$ cat src/rtl/bps_tick_ctrl.sv
// Baud/tick rate controller: owns the active divisor, defers run-time divisor
// changes to a period boundary, and emits a one-cycle tick plus a 50% clk_bps.
module bps_tick_ctrl #(
  parameter int CNT_W       = 14,
  parameter int DIV_DEFAULT = 10000
) (
  input  logic             clk,
  input  logic             rst_n,      // active-high asynchronous reset despite the name
  input  logic             en,
  input  logic             cfg_valid,
  input  logic [CNT_W-1:0] cfg_div,
  output logic             cfg_ready,
  output logic             cfg_err,
  output logic             tick,
  output logic             clk_bps,
  output logic             busy
);

  localparam logic [CNT_W-1:0] DIV_RST = CNT_W'(DIV_DEFAULT);

  typedef enum logic [1:0] {
    IDLE = 2'd0,
    RUN  = 2'd1,
    PEND = 2'd2
  } state_t;

  state_t           state_q;
  logic [CNT_W-1:0] div_act_q;
  logic [CNT_W-1:0] div_pend_q;
  logic [CNT_W-1:0] cnt_q;
  logic             tick_q;
  logic             clk_bps_q;
  logic             cfg_err_q;
  logic             cfg_ready_q;
  logic             busy_q;

  logic             cfg_fire;
  logic             cfg_legal;
  logic             wrap;
  logic [CNT_W-1:0] cnt_d;

  assign cfg_fire  = cfg_valid && cfg_ready_q;
  assign cfg_legal = (cfg_div >= CNT_W'(2));
  // div_act_q is always >= 2, so the subtraction cannot underflow.
  assign wrap      = (cnt_q == div_act_q - CNT_W'(1));
  assign cnt_d     = wrap ? '0 : cnt_q + CNT_W'(1);

  // NOTE: all state below uses non-blocking assignments so every register
  // samples the pre-edge values of its neighbours, whatever the statement order.
  always_ff @(posedge clk or posedge rst_n) begin
    if (rst_n) begin
      state_q     <= IDLE;
      div_act_q   <= DIV_RST;
      div_pend_q  <= '0;
      cnt_q       <= '0;
      tick_q      <= 1'b0;
      clk_bps_q   <= 1'b0;
      cfg_err_q   <= 1'b0;
      cfg_ready_q <= 1'b1;
      busy_q      <= 1'b0;
    end else begin
      // Illegal divisors still complete the handshake; only the error pulse reacts.
      cfg_err_q <= cfg_fire && !cfg_legal;
      tick_q    <= 1'b0;

      case (state_q)
        IDLE: begin
          cnt_q       <= '0;
          clk_bps_q   <= 1'b0;
          cfg_ready_q <= 1'b1;
          if (cfg_fire && cfg_legal) begin
            div_act_q <= cfg_div;
          end
          if (en) begin
            state_q <= RUN;
            busy_q  <= 1'b1;
          end
        end

        RUN, PEND: begin
          if (!en) begin
            // Stopping commits whatever divisor is waiting or arriving now.
            state_q     <= IDLE;
            busy_q      <= 1'b0;
            cfg_ready_q <= 1'b1;
            cnt_q       <= '0;
            clk_bps_q   <= 1'b0;
            if (state_q == PEND) begin
              div_act_q <= div_pend_q;
            end else if (cfg_fire && cfg_legal) begin
              div_act_q <= cfg_div;
            end
          end else begin
            cnt_q <= cnt_d;
            if (wrap) begin
              tick_q    <= 1'b1;
              clk_bps_q <= ~clk_bps_q;
            end

            if (state_q == PEND) begin
              if (wrap) begin
                div_act_q   <= div_pend_q;
                state_q     <= RUN;
                cfg_ready_q <= 1'b1;
              end
            end else if (cfg_fire && cfg_legal) begin
              // Even on a wrap edge the new value waits one full period.
              div_pend_q  <= cfg_div;
              state_q     <= PEND;
              cfg_ready_q <= 1'b0;
            end
          end
        end

        default: begin
          state_q     <= IDLE;
          busy_q      <= 1'b0;
          cfg_ready_q <= 1'b1;
          cnt_q       <= '0;
          clk_bps_q   <= 1'b0;
        end
      endcase
    end
  end

  assign cfg_ready = cfg_ready_q;
  assign cfg_err   = cfg_err_q;
  assign tick      = tick_q;
  assign clk_bps   = clk_bps_q;
  assign busy      = busy_q;

endmodule
$ cat config.mk
export PLATFORM = sky130hd
export DESIGN_NAME = bps_tick_ctrl
export DESIGN_NICKNAME = d
export VERILOG_FILES = /design/src/rtl/bps_tick_ctrl.sv
export SDC_FILE = /design/constraint.sdc
export NUM_CORES = 1
export LEC_CHECK = 0
export ABC_CLOCK_PERIOD_IN_PS = 4900
export CAP_MARGIN = 20
export CORE_UTILIZATION = 40
export DETAILED_ROUTE_END_ITERATION = 8
export PLACE_DENSITY = 0.62
export SYNTH_ARGS = -nofsm -noshare
export SYNTH_HDL_FRONTEND = slang
export SYNTH_SLANG_ARGS = --single-unit
$ cat constraint.sdc
create_clock -name clk -period 4.9 [get_ports clk]
set_input_delay 0.98 -clock clk [delete_from_list [all_inputs] [get_ports clk]]
set_output_delay 0.98 -clock clk [all_outputs]
set_load 0.005 [all_outputs]
==> results.cfg <==
[timing]
slew_headroom_pct = 54.3
hold_ws_ps = 503
setup_tns_ps = 0
max_freq_mhz = 327
tightest_slew_ps = 683
hold_viol_final = 0
post-route-min-period_ps = 3050
report.final.slew_viol_count = 0
rsz0062_at_grt = false
clock_skew_ps = 9.95
setup_viol = 0
period_share_pct = 62.3

[place]
dp_hpwl_um = 4500
place_congestion = 0.840
io_buffers = 22

[grt]
grt_pass1_vias = 2177
grt_pass1_wl_um = 10800
antenna_found_initial = 0
grt_util_all_layers_pct = 17.9
grt_max_degree = 50
grt_overflow = 0

[cts]
clk_path_buf_depth = 2
post_cts_buffers = 0
cts_hold_buf = 0
cts_sinks = 49
cts_resized = 0
path_clk_slew_ps = 100
cts_tree = built
numCtsBuffers = 5
htree_num_levels = 2
cts_root_buf = clkbuf_8
clkLatencyLatePin_ps = 310

[power_and_ir_drop]
swShare_pct = 40.5
comb_power_share_pct = 45.0
ir_drop_v = 0.000214
internal_power_mw = 1.11
p_switching_mw = 0.758
seqPwrFrac_pct = 38.8
power.density_nw_per_um2 = 556
p_leak_nw = 1.37
clockPowerShare_pct = 16.2

[floorplanning]
ios = 23
core_area_sq_um = 7210
design.die.area_sq_um = 7810
start_util_pct = 41.3
die_h_um = 88.4
rows = 31
die_w_um = 88.4

[yosys]
yosysMostFrequentCell = dfrtp_1
syn_nets = 324
async_reset_ff_share_pct = 100
yosys.area.top_type_share_pct = 36.1
synthFlopType = dfrtp_1
yosysSeqAreaShare_pct = 41.4
yosys.area.top_type = dfrtp_1
yosysUniqueCellTypes = 59
synth_edf_count = 0
synth.area.top_cells = dfrtp_1 (36%), mux2_2 (5.7%), dfstp_2 (5.3%)
ys_top_cells_by_count = dfrtp_1 (43), nor2_1 (33), a21oi_1 (18), nand2_1 (18)
synthCells = 300
syn_avg_cell_area_sq_um = 9.94
syn_area_sq_um = 2980
ys_warn_count = 0
ys_ff_latch = 49

[drt]
drtIter0Drc = 97
viasPerCell = 5.39
drc_errors = 0
ant_nets = 0
drt_wl_total_um = 6450
wl_per_cell_um = 15.6
via_count = 2226
dr.pass1.iters = 4

[cells_and_area]
multi_input_area_sq_um = 1610
regArea_sq_um = 1230
drive_above_1_share_pct = 15.6
antenna-diode-count = 0
final_nets = 337
syn_to_final_growth_pct = 12.8
fill_cells = 707

[setup_path]
worstSetupPathType = reg -> reg
r2r-start = div_act_q[0]
reg2reg_depth = 9
r2r-end = cnt_q[6]
start_kind = flip-flop
required_ps = 5080
cp.arrival_ps = 3230
rrSetupSlack_ps = 1850
worstSetupEndpointType = flip-flop
cp_max_fo = 13

[status]
outcome = finished clean

[flow_run]
cap_viol_max_count = 0

[hold_path]
hold_start = div_act_q[13]
min_path_type = reg -> reg
min_path_cells = 1
hold_path_end = div_act_q[13]
## worst max-delay path, stage by stage, from the launching register on
cell and delay (ps):
dfrtp_1 460, inv_1 90, ha_1 240, nor4b_2 600, and4b_1 290, o21ai_0 100, a211oi_1 370, nand4_4 240
nand2_1 420, nor2_1 100
## area by class of cell
| cell class | count | area share [%] |
|---|---|---|
| Inverter | 10 | 1.12 |
| Sequential cell | 49 | 36.7 |
| Multi-Input combinational cell | 223 | 47.8 |
| Clock inverter | 3 | 1.38 |
| Tap cell | 99 | 3.68 |
| Clock buffer | 5 | 2.04 |
| Timing Repair Buffer | 24 | 7.36 |
## cell families after synthesis
kind of cell	share of synthesized area (%)
compound gates	16.7
xor+xnor	8.22
fa+ha+maj	2.52
buf+inv	4.74
flops	41.4
mux	6.33
simple gates	20.1
## worst max-delay path by stage
| stage | to | cells past startpoint | startpoint |
|---|---|---|---|
| 5_1_grt | cnt_q[3] | 9 | div_act_q[0] |
| 3_3_place_gp | div_pend_q[7] | 6 | cfg_div[10] |
| 4_1_cts | cnt_q[6] | 9 | div_act_q[0] |
| 2_1_floorplan | div_pend_q[0] | 7 | cfg_div[10] |
| 3_5_place_dp | div_pend_q[11] | 6 | cfg_div[10] |
| 6_report | cnt_q[6] | 9 | div_act_q[0] |
## per-stage QoR
step	std cells	worst slack [ps]	util, %	cell area (sq um)	power (mW)
floorplan	300	2210	-	2980	1.41
global placement	403	1620	44.7	3220	1.55
detailed placement	403	1560	44.7	3220	1.57
CTS	411	1820	46.3	3340	1.87
global route	413	1550	46.7	3370	2.01
finish	413	1850	46.7	3370	1.87
## cell usage in the layout (no fill, tap or decap), drive strengths merged, types with 4 or more instances in the layout
cell	count
dfrtp	43
nor2	33
clkdlybuf4s50	22
nand2	18
a21oi	18
and3	18
xor2	17
mux2	15
o2bb2ai	14
xnor2	11
inv	10
o21ai	7
ha	6
dfstp	6
nor3	6
nand4	6
clkbuf	6
nand3	5
a31oi	4
## power by group through the flow
stage | registers, mW | clock network, mW | logic [mW]
final | 0.726 | 0.304 | 0.841
after global routing | 0.752 | 0.324 | 0.930
after CTS | 0.726 | 0.310 | 0.839
after detailed placement | 0.735 | 0 | 0.832
after global placement | 0.731 | 0 | 0.815
after floorplan | 0.655 | 0 | 0.753
## per-layer routing
metal  vias up  part of all wire [%]  GRT usage (%)
met2        26                    46           28.0
met3        10                   2.0           2.89
met1      1094                    51           25.1
met4         0                   1.8           6.01
met5         -                     0              0
li1       1096                     -              -
## registers in the layout, summed over array words and instances (netlist names)
name        cells
busy            1
cfg_err         1
cfg_ready       1
clk_bps         1
cnt_q          14
div_act_q      14
div_pend_q     14
state_q         2
tick            1
Note: power is estimated with default switching activity, not from simulation.
